[src/rtl/mips_cpu_instr_memory_if.sv]
// Program-load and instruction-fetch bus between the CPU/loader side and the instruction memory.
interface mips_cpu_instr_memory_if;
  // A byte moves on a rising clk edge when load_valid and load_ready are both high
  // (and the memory is clock-enabled). The sender holds load_data/load_last stable while
  // load_valid is high and not yet accepted. load_ready never depends on load_valid.
  logic        load_valid;
  logic [7:0]  load_data;
  logic        load_last;
  logic        load_ready;
  logic        loaded;
  logic [31:0] instr_address;
  logic [31:0] instr_readdata;
  logic        fetch_error;

  modport master (
    output load_valid, load_data, load_last, instr_address,
    input  load_ready, loaded, instr_readdata, fetch_error
  );

  modport slave (
    input  load_valid, load_data, load_last, instr_address,
    output load_ready, loaded, instr_readdata, fetch_error
  );
endinterface

[src/rtl/mips_cpu_instr_memory.sv]
// Instruction memory: clears itself, takes a byte-streamed big-endian program image,
// then serves zero-latency word fetches with a sticky illegal-fetch flag.
module mips_cpu_instr_memory #(
  parameter int unsigned DEPTH_WORDS = 64,
  parameter logic [31:0] BASE_ADDR   = 32'hBFC00000
) (
  input  logic                     clk,
  input  logic                     reset,
  input  logic                     clk_enable,
  mips_cpu_instr_memory_if.slave   bus,
  output logic [1:0]               dbg_state_o
);

  localparam int unsigned AW = $clog2(DEPTH_WORDS);
  localparam int unsigned LW = AW + 2;
  localparam logic [31:0]   WIN_BYTES = 32'(DEPTH_WORDS * 4);
  localparam logic [AW-1:0] LAST_WORD = '1;
  localparam logic [LW-1:0] LAST_BYTE = '1;

  typedef enum logic [1:0] {
    ST_CLEAR = 2'd0,
    ST_LOAD  = 2'd1,
    ST_RUN   = 2'd2
  } state_e;

  state_e        state_q, state_d;
  logic [AW-1:0] clr_ptr_q, clr_ptr_d;
  logic [LW-1:0] ld_ptr_q, ld_ptr_d;
  logic          fetch_error_q, fetch_error_d;
  logic          clear_we, load_we;

  logic [31:0]   mem_q [DEPTH_WORDS];

  logic [31:0]   offset;
  logic          in_win, aligned, halt_addr, fetch_bad;
  logic [31:0]   rd_word;
  logic [4:0]    lane_sh;

  // Read path: word index comes from the byte offset relative to the reset vector.
  assign offset    = bus.instr_address - BASE_ADDR;
  assign in_win    = offset < WIN_BYTES;
  assign aligned   = bus.instr_address[1:0] == 2'b00;
  assign halt_addr = bus.instr_address == 32'h0;
  assign fetch_bad = !halt_addr && (!in_win || !aligned);
  assign rd_word   = mem_q[offset[AW+1:2]];

  // Storage is big-endian; the CPU sees the word byte-reversed.
  assign bus.instr_readdata = (state_q == ST_RUN && in_win && aligned && !halt_addr)
                            ? {rd_word[7:0], rd_word[15:8], rd_word[23:16], rd_word[31:24]}
                            : 32'h0;

  assign bus.load_ready  = state_q == ST_LOAD;
  assign bus.loaded      = state_q == ST_RUN;
  assign bus.fetch_error = fetch_error_q;
  assign dbg_state_o     = state_q;

  always_comb begin
    state_d       = state_q;
    clr_ptr_d     = clr_ptr_q;
    ld_ptr_d      = ld_ptr_q;
    fetch_error_d = fetch_error_q;
    clear_we      = 1'b0;
    load_we       = 1'b0;
    if (clk_enable) begin
      case (state_q)
        ST_CLEAR: begin
          clear_we  = 1'b1;
          clr_ptr_d = clr_ptr_q + 1'b1;
          if (clr_ptr_q == LAST_WORD) state_d = ST_LOAD;
        end
        ST_LOAD: begin
          if (bus.load_valid) begin
            load_we  = 1'b1;
            ld_ptr_d = ld_ptr_q + 1'b1;
            // A full image ends the load even without load_last; nothing wraps.
            if (bus.load_last || ld_ptr_q == LAST_BYTE) state_d = ST_RUN;
          end
        end
        ST_RUN: begin
          if (fetch_bad) fetch_error_d = 1'b1;
        end
        default: state_d = ST_CLEAR;
      endcase
    end
  end

  always_ff @(posedge clk) begin
    if (reset) begin
      state_q       <= ST_CLEAR;
      clr_ptr_q     <= '0;
      ld_ptr_q      <= '0;
      fetch_error_q <= 1'b0;
    end else begin
      state_q       <= state_d;
      clr_ptr_q     <= clr_ptr_d;
      ld_ptr_q      <= ld_ptr_d;
      fetch_error_q <= fetch_error_d;
    end
  end

  // Byte lane 0 of each word is its MSB.
  assign lane_sh = {~ld_ptr_q[1:0], 3'b000};

  always_ff @(posedge clk) begin
    if (!reset) begin
      if (clear_we)
        mem_q[clr_ptr_q] <= 32'h0;
      else if (load_we)
        mem_q[ld_ptr_q[LW-1:2]][lane_sh +: 8] <= bus.load_data;
    end
  end

endmodule

[src/flat_wrapper.sv]
// flat-port wrapper written by rule: the top's interface ports become plain ports
module mips_cpu_instr_memory_flat 
#(
  parameter int unsigned DEPTH_WORDS = 64,
  parameter logic [31:0] BASE_ADDR   = 32'hBFC00000
)
  (clk, reset, clk_enable, dbg_state_o, bus_load_valid, bus_load_data, bus_load_last, bus_instr_address, bus_load_ready, bus_loaded, bus_instr_readdata, bus_fetch_error);
  mips_cpu_instr_memory_if bus_i ();
  input  logic clk;
  input  logic reset;
  input  logic clk_enable;
  output logic [1:0] dbg_state_o;
  input wire logic [$bits(bus_i.load_valid)-1:0] bus_load_valid;
  input wire logic [$bits(bus_i.load_data)-1:0] bus_load_data;
  input wire logic [$bits(bus_i.load_last)-1:0] bus_load_last;
  input wire logic [$bits(bus_i.instr_address)-1:0] bus_instr_address;
  output wire logic [$bits(bus_i.load_ready)-1:0] bus_load_ready;
  output wire logic [$bits(bus_i.loaded)-1:0] bus_loaded;
  output wire logic [$bits(bus_i.instr_readdata)-1:0] bus_instr_readdata;
  output wire logic [$bits(bus_i.fetch_error)-1:0] bus_fetch_error;
  assign bus_i.load_valid = bus_load_valid;
  assign bus_i.load_data = bus_load_data;
  assign bus_i.load_last = bus_load_last;
  assign bus_i.instr_address = bus_instr_address;
  assign bus_load_ready = bus_i.load_ready;
  assign bus_loaded = bus_i.loaded;
  assign bus_instr_readdata = bus_i.instr_readdata;
  assign bus_fetch_error = bus_i.fetch_error;
  mips_cpu_instr_memory #(.DEPTH_WORDS(DEPTH_WORDS), .BASE_ADDR(BASE_ADDR)) u_core (.clk(clk), .reset(reset), .clk_enable(clk_enable), .bus(bus_i), .dbg_state_o(dbg_state_o));
endmodule
[config.mk]
export PLATFORM = sky130hd
export DESIGN_NAME = mips_cpu_instr_memory_flat
export DESIGN_NICKNAME = d
export VERILOG_FILES = /design/src/rtl/mips_cpu_instr_memory_if.sv /design/src/rtl/mips_cpu_instr_memory.sv /design/src/flat_wrapper.sv
export SDC_FILE = /design/constraint.sdc
export NUM_CORES = 2
export LEC_CHECK = 0
export ABC_AREA = 0
export CAP_MARGIN = 0
export CORE_MARGIN = 2
export CORE_UTILIZATION = 67
export CTS_BUF_LIST = sky130_fd_sc_hd__clkbuf_16
export CTS_CLUSTER_DIAMETER = 50
export DETAILED_ROUTE_END_ITERATION = 10
export HOLD_SLACK_MARGIN = 0.08
export PLACE_DENSITY_LB_ADDON = 0.2
export SLEW_MARGIN = 20
export SYNTH_ARGS = -nofsm -noshare
export SYNTH_HDL_FRONTEND = slang
export SYNTH_SLANG_ARGS = --single-unit
[constraint.sdc]
create_clock -name clk -period 6.05 [get_ports clk]
set_input_delay 1.21 -clock clk [delete_from_list [all_inputs] [get_ports clk]]
set_output_delay 1.21 -clock clk [all_outputs]
set_load 0.1 [all_outputs]
### Yosys cells after proc, flatten, opt, wreduce, memory -nomap -nowiden

Memory sizes are Yosys's and may differ from the RTL's.
Index checks and enable logic that the tools add are counted.

* memories kept: 1
* register bits: 17
* bits in writable memories: 2048

Memory list
* u_core.mem_q: depth 64, width 32, rd ports 1, clocked after memory_dff 0, write ports 1, RTL line mips_cpu_instr_memory.sv:32 `logic [31:0] mem_q [DEPTH_WORDS];`

* reduce and logical (&&, ||, !) cells: 17
* bitwise logic cells: 2
* add/sub/neg operators: 4
* shift operators: 2
* $lt $le $gt $ge: 1
* mux-type cells: 20
* eq/ne operators: 7

Operator list (number)
* 2-to-1 mux 32 bit: 4
* logical NOT 32 bit: 1
* < comparator 32 x 9 -> 1 bit, second input constant: 1
* OR reduction 32 bit: 1
* variable shift 8 x 7 -> 32 bit, first input constant: 1
* variable part select 8 x 7 -> 32 bit: 1
* subtractor 32 bit, second input constant: 1
* 2-to-1 mux 1 bit: 11
* adder 8 x 1 -> 8 bit, second input constant: 1
* == test 8 bit, second input constant: 1
* negation 5 -> 7 bit: 1
* adder 6 x 1 -> 6 bit, second input constant: 1
* == test 6 bit, second input constant: 1
* 2-to-1 mux 2 bit: 3
* 2-to-1 mux 6 bit: 1
* one-hot mux 2 bit (3 select lines): 1
* AND reduction 3 bit: 2
* AND reduction 5 bit: 1
* logical AND 1 bit: 4
* logical NOT 2 bit: 2
* != test 2 x 1 -> 1 bit, second input constant: 2
* logical NOT 1 bit: 3
* == test 2 x 1 -> 1 bit, second input constant: 1
* == test 2 bit, second input constant: 1
* 5 further kinds: 6

### Logic depth before layout (Yosys ltp)

* depth after elaboration: 9
* gate-level depth with buffers: 10

### Worst setup path before layout

No wires, ideal clock.

* path type: register to output
* start point: register u_core.state_q[1], in the netlist u_core.dbg_state_o[1]
* end point: output bus_instr_readdata[0]
* required time: 4840 ps
* stages on the path, launching flop included: 8
* buffers on the path: 2
* arrival: 4988 ps
* slack: -148 ps
* cell sequence: dfxtp_1 > nor2b_1 > and3_1 > and3b_1 > clkbuf_1 > clkbuf_1 > a21oi_1 > o21ai_1

* longest elaborated chain between the ends: 5

RTL lines
* from (decl): RTL line mips_cpu_instr_memory.sv:26 `state_e state_q, state_d;`
* from (signal assigned): RTL line mips_cpu_instr_memory.sv:94 `state_q <= state_d;`
* == test 2 bit
* via bus_loaded: RTL line flat_wrapper.sv:18 `output wire logic [$bits(bus_i.loaded)-1:0] bus_loaded;`
* logical AND 1 bit (3 in a row): RTL line mips_cpu_instr_memory.sv:48 `assign bus.instr_readdata = (state_q == ST_RUN && in_win && aligned && !halt_addr)`
* 2-to-1 mux 32 bit: RTL line mips_cpu_instr_memory.sv:49 `? {rd_word[7:0], rd_word[15:8], rd_word[23:16], rd_word[31:24]}`
* to (decl): RTL line flat_wrapper.sv:19 `output wire logic [$bits(bus_i.instr_readdata)-1:0] bus_instr_readdata;`

The timed path passes the listed nets, and every way through them passes these cells.

### Final worst setup path

* start point: input bus_instr_address[7]
* end point: output bus_instr_readdata[26]

* longest elaborated chain between the ends: 6

RTL lines
* from (decl): RTL line flat_wrapper.sv:16 `input wire logic [$bits(bus_i.instr_address)-1:0] bus_instr_address;`
* subtractor 32 bit: RTL line mips_cpu_instr_memory.sv:40 `assign offset = bus.instr_address - BASE_ADDR;`
* < comparator 32 x 9 -> 1 bit: RTL line mips_cpu_instr_memory.sv:41 `assign in_win = offset < WIN_BYTES;`
* logical AND 1 bit (3 in a row): RTL line mips_cpu_instr_memory.sv:48
* 2-to-1 mux 32 bit (*): RTL line mips_cpu_instr_memory.sv:49

Every way passes the cells marked *; elsewhere a longest branch is shown, timed or not.

==> metrics <==
status finished, final reports clean; combinational fraction of design power 0.034; # setup viols final 0; worst skew pair latency 0.81 ns; clock skew 0.02614 ns; minimum clock period 5.764 ns; core area 120,000 sq um; post-cts resize count 0; fraction of layout cells with a size suffix above 1 0.2666; power per cell area 307.7 nW/um^2; drt first pass iters 9; Final nets 4,349; max capacitance violation total 0; post-route setup TNS 0 ns; Startpoint Class input pin; number of remaining DRC errors 0; Slew Limit Fails 0; Max Clock Freq 173.5 MHz; Port Buffers 81; synthesized area per cell 20.71 sq um; Synth Cell Area 81,020 sq um; P_int 0.02258 W; syn nets 3,962; Data required, critical path 4.84 ns; crit path kind input pin to output pin; top_reg_cell synth edfxtp_1; Die H 351.7 microns; first-pass GRT wire length 291.3 mm; Slew @ Worst Pin 1.193 ns; Seq pwr share 0.547; gr usage total 0.3346; Inserted Clock Buffers 198; Worst EP arrival 4.55 ns; CTS tree yes; Clock Sinks 2,065; final wirelength 202.0 mm; full die area 123,700 sq um; vias per cell 7.007; ant diodes 0; CTS Hold Bufs 0; Net Sw Frac 0.2038; largest net degree at the start of global routing 70; Sw Pwr 0.005780 W; Wirelength per Cell 33.26 microns; GRT Residual Overflow 0; Longest Clk Path Bufs 3; htree depth 4; clock network power share 0.418; Die X 351.7 microns; initial antenna violation count 4; Max FO, Critical Path 23; Initial Util 0.6753; antenna viol nets, final 0; Hold/Removal Path Class flip-flop to flip-flop; flops & latches, synth 2,065; I/O Pins 82; P_leak 27.70 nW; synthesis-to-finish area growth 13.73%; maximum vdd drop 0.0003027 V; CP Capture Type output pin; Post-synth EDFFs 2,048; Post-DP HPWL 120.5 mm; Max transition margin 0.2033; Pwr Total 0.02835 W; RePlAce Congestion 0.8867; Synth warnings 0; RSZ-0062 raised after global routing no; Seq/Total Area, Yosys 0.7633; vias in the first global route 42,110; Async S/R FF share, synth 0; Root Buffer clkbuf_16; Starting DRT DRC Count 5,971; synth unique cells 57; final worst path period share 0.9527; clock-pin slew on the worst setup and hold paths 0.06 ns; Post-Syn Instances 3,912; post-CTS setup buffer count 0; routed vias 42,570; Final Hold Viols 0; row count 127
## area by class of cell
| cell class | count | area [sq um] |
|---|---|---|
| Sequential cell | 2065 | 61840 |
| Fill cell | 6165 | 27830 |
| Multi-Input combinational cell | 1611 | 18100 |
| Clock buffer | 205 | 5130 |
| Timing Repair Buffer | 419 | 3959 |
| Tap cell | 1612 | 2017 |
| Clock inverter | 159 | 1081 |
| Inverter | 4 | 15.01 |
## Yosys cell counts (4+ instances only)
library cell | number | area [sq um]
inv_1 | 4 | 15.01
nand2_1 | 85 | 319.1
o21ai_0 | 55 | 275.3
buf_6 | 13 | 146.4
nor4_1 | 9 | 56.30
mux2i_1 | 303 | 3033
clkbuf_1 | 73 | 274.0
a22oi_1 | 67 | 503.0
o221ai_1 | 4 | 35.03
a21oi_1 | 58 | 290.3
mux2_2 | 21 | 236.5
and2_1 | 25 | 156.4
o21ai_1 | 18 | 90.09
buf_2 | 100 | 500.5
nand4_1 | 8 | 50.05
nand2b_1 | 6 | 37.54
buf_4 | 29 | 217.7
nand3_1 | 26 | 130.1
mux4_2 | 455 | 10250
xnor2_1 | 4 | 35.03
o22ai_1 | 10 | 62.56
buf_1 | 17 | 63.81
a32oi_1 | 16 | 140.1
xor2_1 | 6 | 52.55
dfxtp_1 | 17 | 340.3
nor3_1 | 13 | 65.06
nor2b_1 | 6 | 37.54
nor2_1 | 297 | 1115
ha_1 | 5 | 62.56
edfxtp_1 | 2048 | 61500
nand2_2 | 8 | 50.05
and3_1 | 11 | 68.82
a22o_1 | 14 | 122.6
a211oi_1 | 16 | 120.1
a221oi_1 | 29 | 254.0
## layout by cell type (no fill, tap or decap), types with 5 or more instances in the layout
cell                n
a211oi_1           16
a21oi_1            58
a221oi_1           29
a22o_1             14
a22oi_1            67
a32oi_1            16
and2_2              9
and2_4             14
and3_2              5
buf_12             55
buf_4             316
bufinv_16          13
clkbuf_16         205
clkdlybuf4s50_1    43
clkinv_1           46
clkinv_2           42
clkinv_4            7
clkinvlp_4          6
dfxtp_1            17
edfxtp_1         2048
ha_1                5
inv_1              43
inv_6               5
mux2_2             21
mux2i_1           303
mux4_2            455
nand2_1            83
nand2_2            10
nand2b_1            6
nand3_1            26
nand4_1             8
nor2_1            294
nor3_1             13
nor4_1              8
o21ai_0            55
o21ai_1            18
o22ai_1            10
xor2_1              6
## flip-flops by register name (all words and copies together), names as in the netlist
register	count
u_core.ld_ptr_q	8
u_core.clr_ptr_q	6
u_core.bus.fetch_error	1
u_core.dbg_state_o	2
u_core.mem_q	2048
## metal layers
layer	up-vias	track usage	wire, microns
met5	-	0	13
met4	2	0.1418	9432
met3	534	0.07764	22770
met2	2920	0.5157	95920
met1	22160	0.4715	73900
li1	16960	-	-
## path summary, 6_finish.rpt
path	from	to	slack, ns	cells after the start
worst min register to register	u_core.clr_ptr_q[5]	u_core.clr_ptr_q[5]	0.55	2
worst min-delay path	u_core.clr_ptr_q[5]	u_core.clr_ptr_q[5]	0.55	2
worst max register to register	u_core.ld_ptr_q[0]	u_core.mem_q[50][29]	1.69	8
worst max-delay path	bus_instr_address[7]	bus_instr_readdata[26]	0.29	7
## metrics by stage
step / setup WS (ns) / util / area [sq um] / hold WS, ns / std cells
floorplan: 0.4029 / - / 81020 / 0.4763 / 3912
global placement: 0.6595 / 0.7160 / 85900 / 0.4967 / 5711
detailed placement: 0.6416 / 0.7160 / 85890 / 0.5272 / 5711
CTS: 0.5339 / 0.7677 / 92100 / 0.5364 / 6075
global route: 0.2754 / 0.7680 / 92140 / 0.5745 / 6075
finish: 0.2862 / 0.7680 / 92140 / 0.5482 / 6075
## critical path, stage by stage
cell,delay [ns]
clkdlybuf4s50_1,0.95
nand4_1,0.39
buf_4,0.43
a211oi_1,0.89
a21oi_1,0.13
o21ai_1,0.30
buf_12,0.22
## power groups by stage
stage               combinational, W  clock, W  sequential [W]
floorplan                   0.000620         0          0.0158
finish                      0.000978    0.0119          0.0155
global placement            0.000947         0          0.0158
global route                 0.00101    0.0125          0.0155
detailed placement          0.000955         0          0.0158
CTS                         0.000968    0.0119          0.0155
## logic make-up (layout without fill, tap and decap cells)
group	Yosys count	count (layout)	synth area share
simple gates	516	516	0.02817
buf+inv	236	787	0.01503
compound gates	301	301	0.02483
xor+xnor	10	10	0.001081
fa+ha+maj	5	5	0.0007722
flops	2065	2065	0.7633
mux	779	779	0.1668
Note: power is estimated with default switching activity, not from simulation.
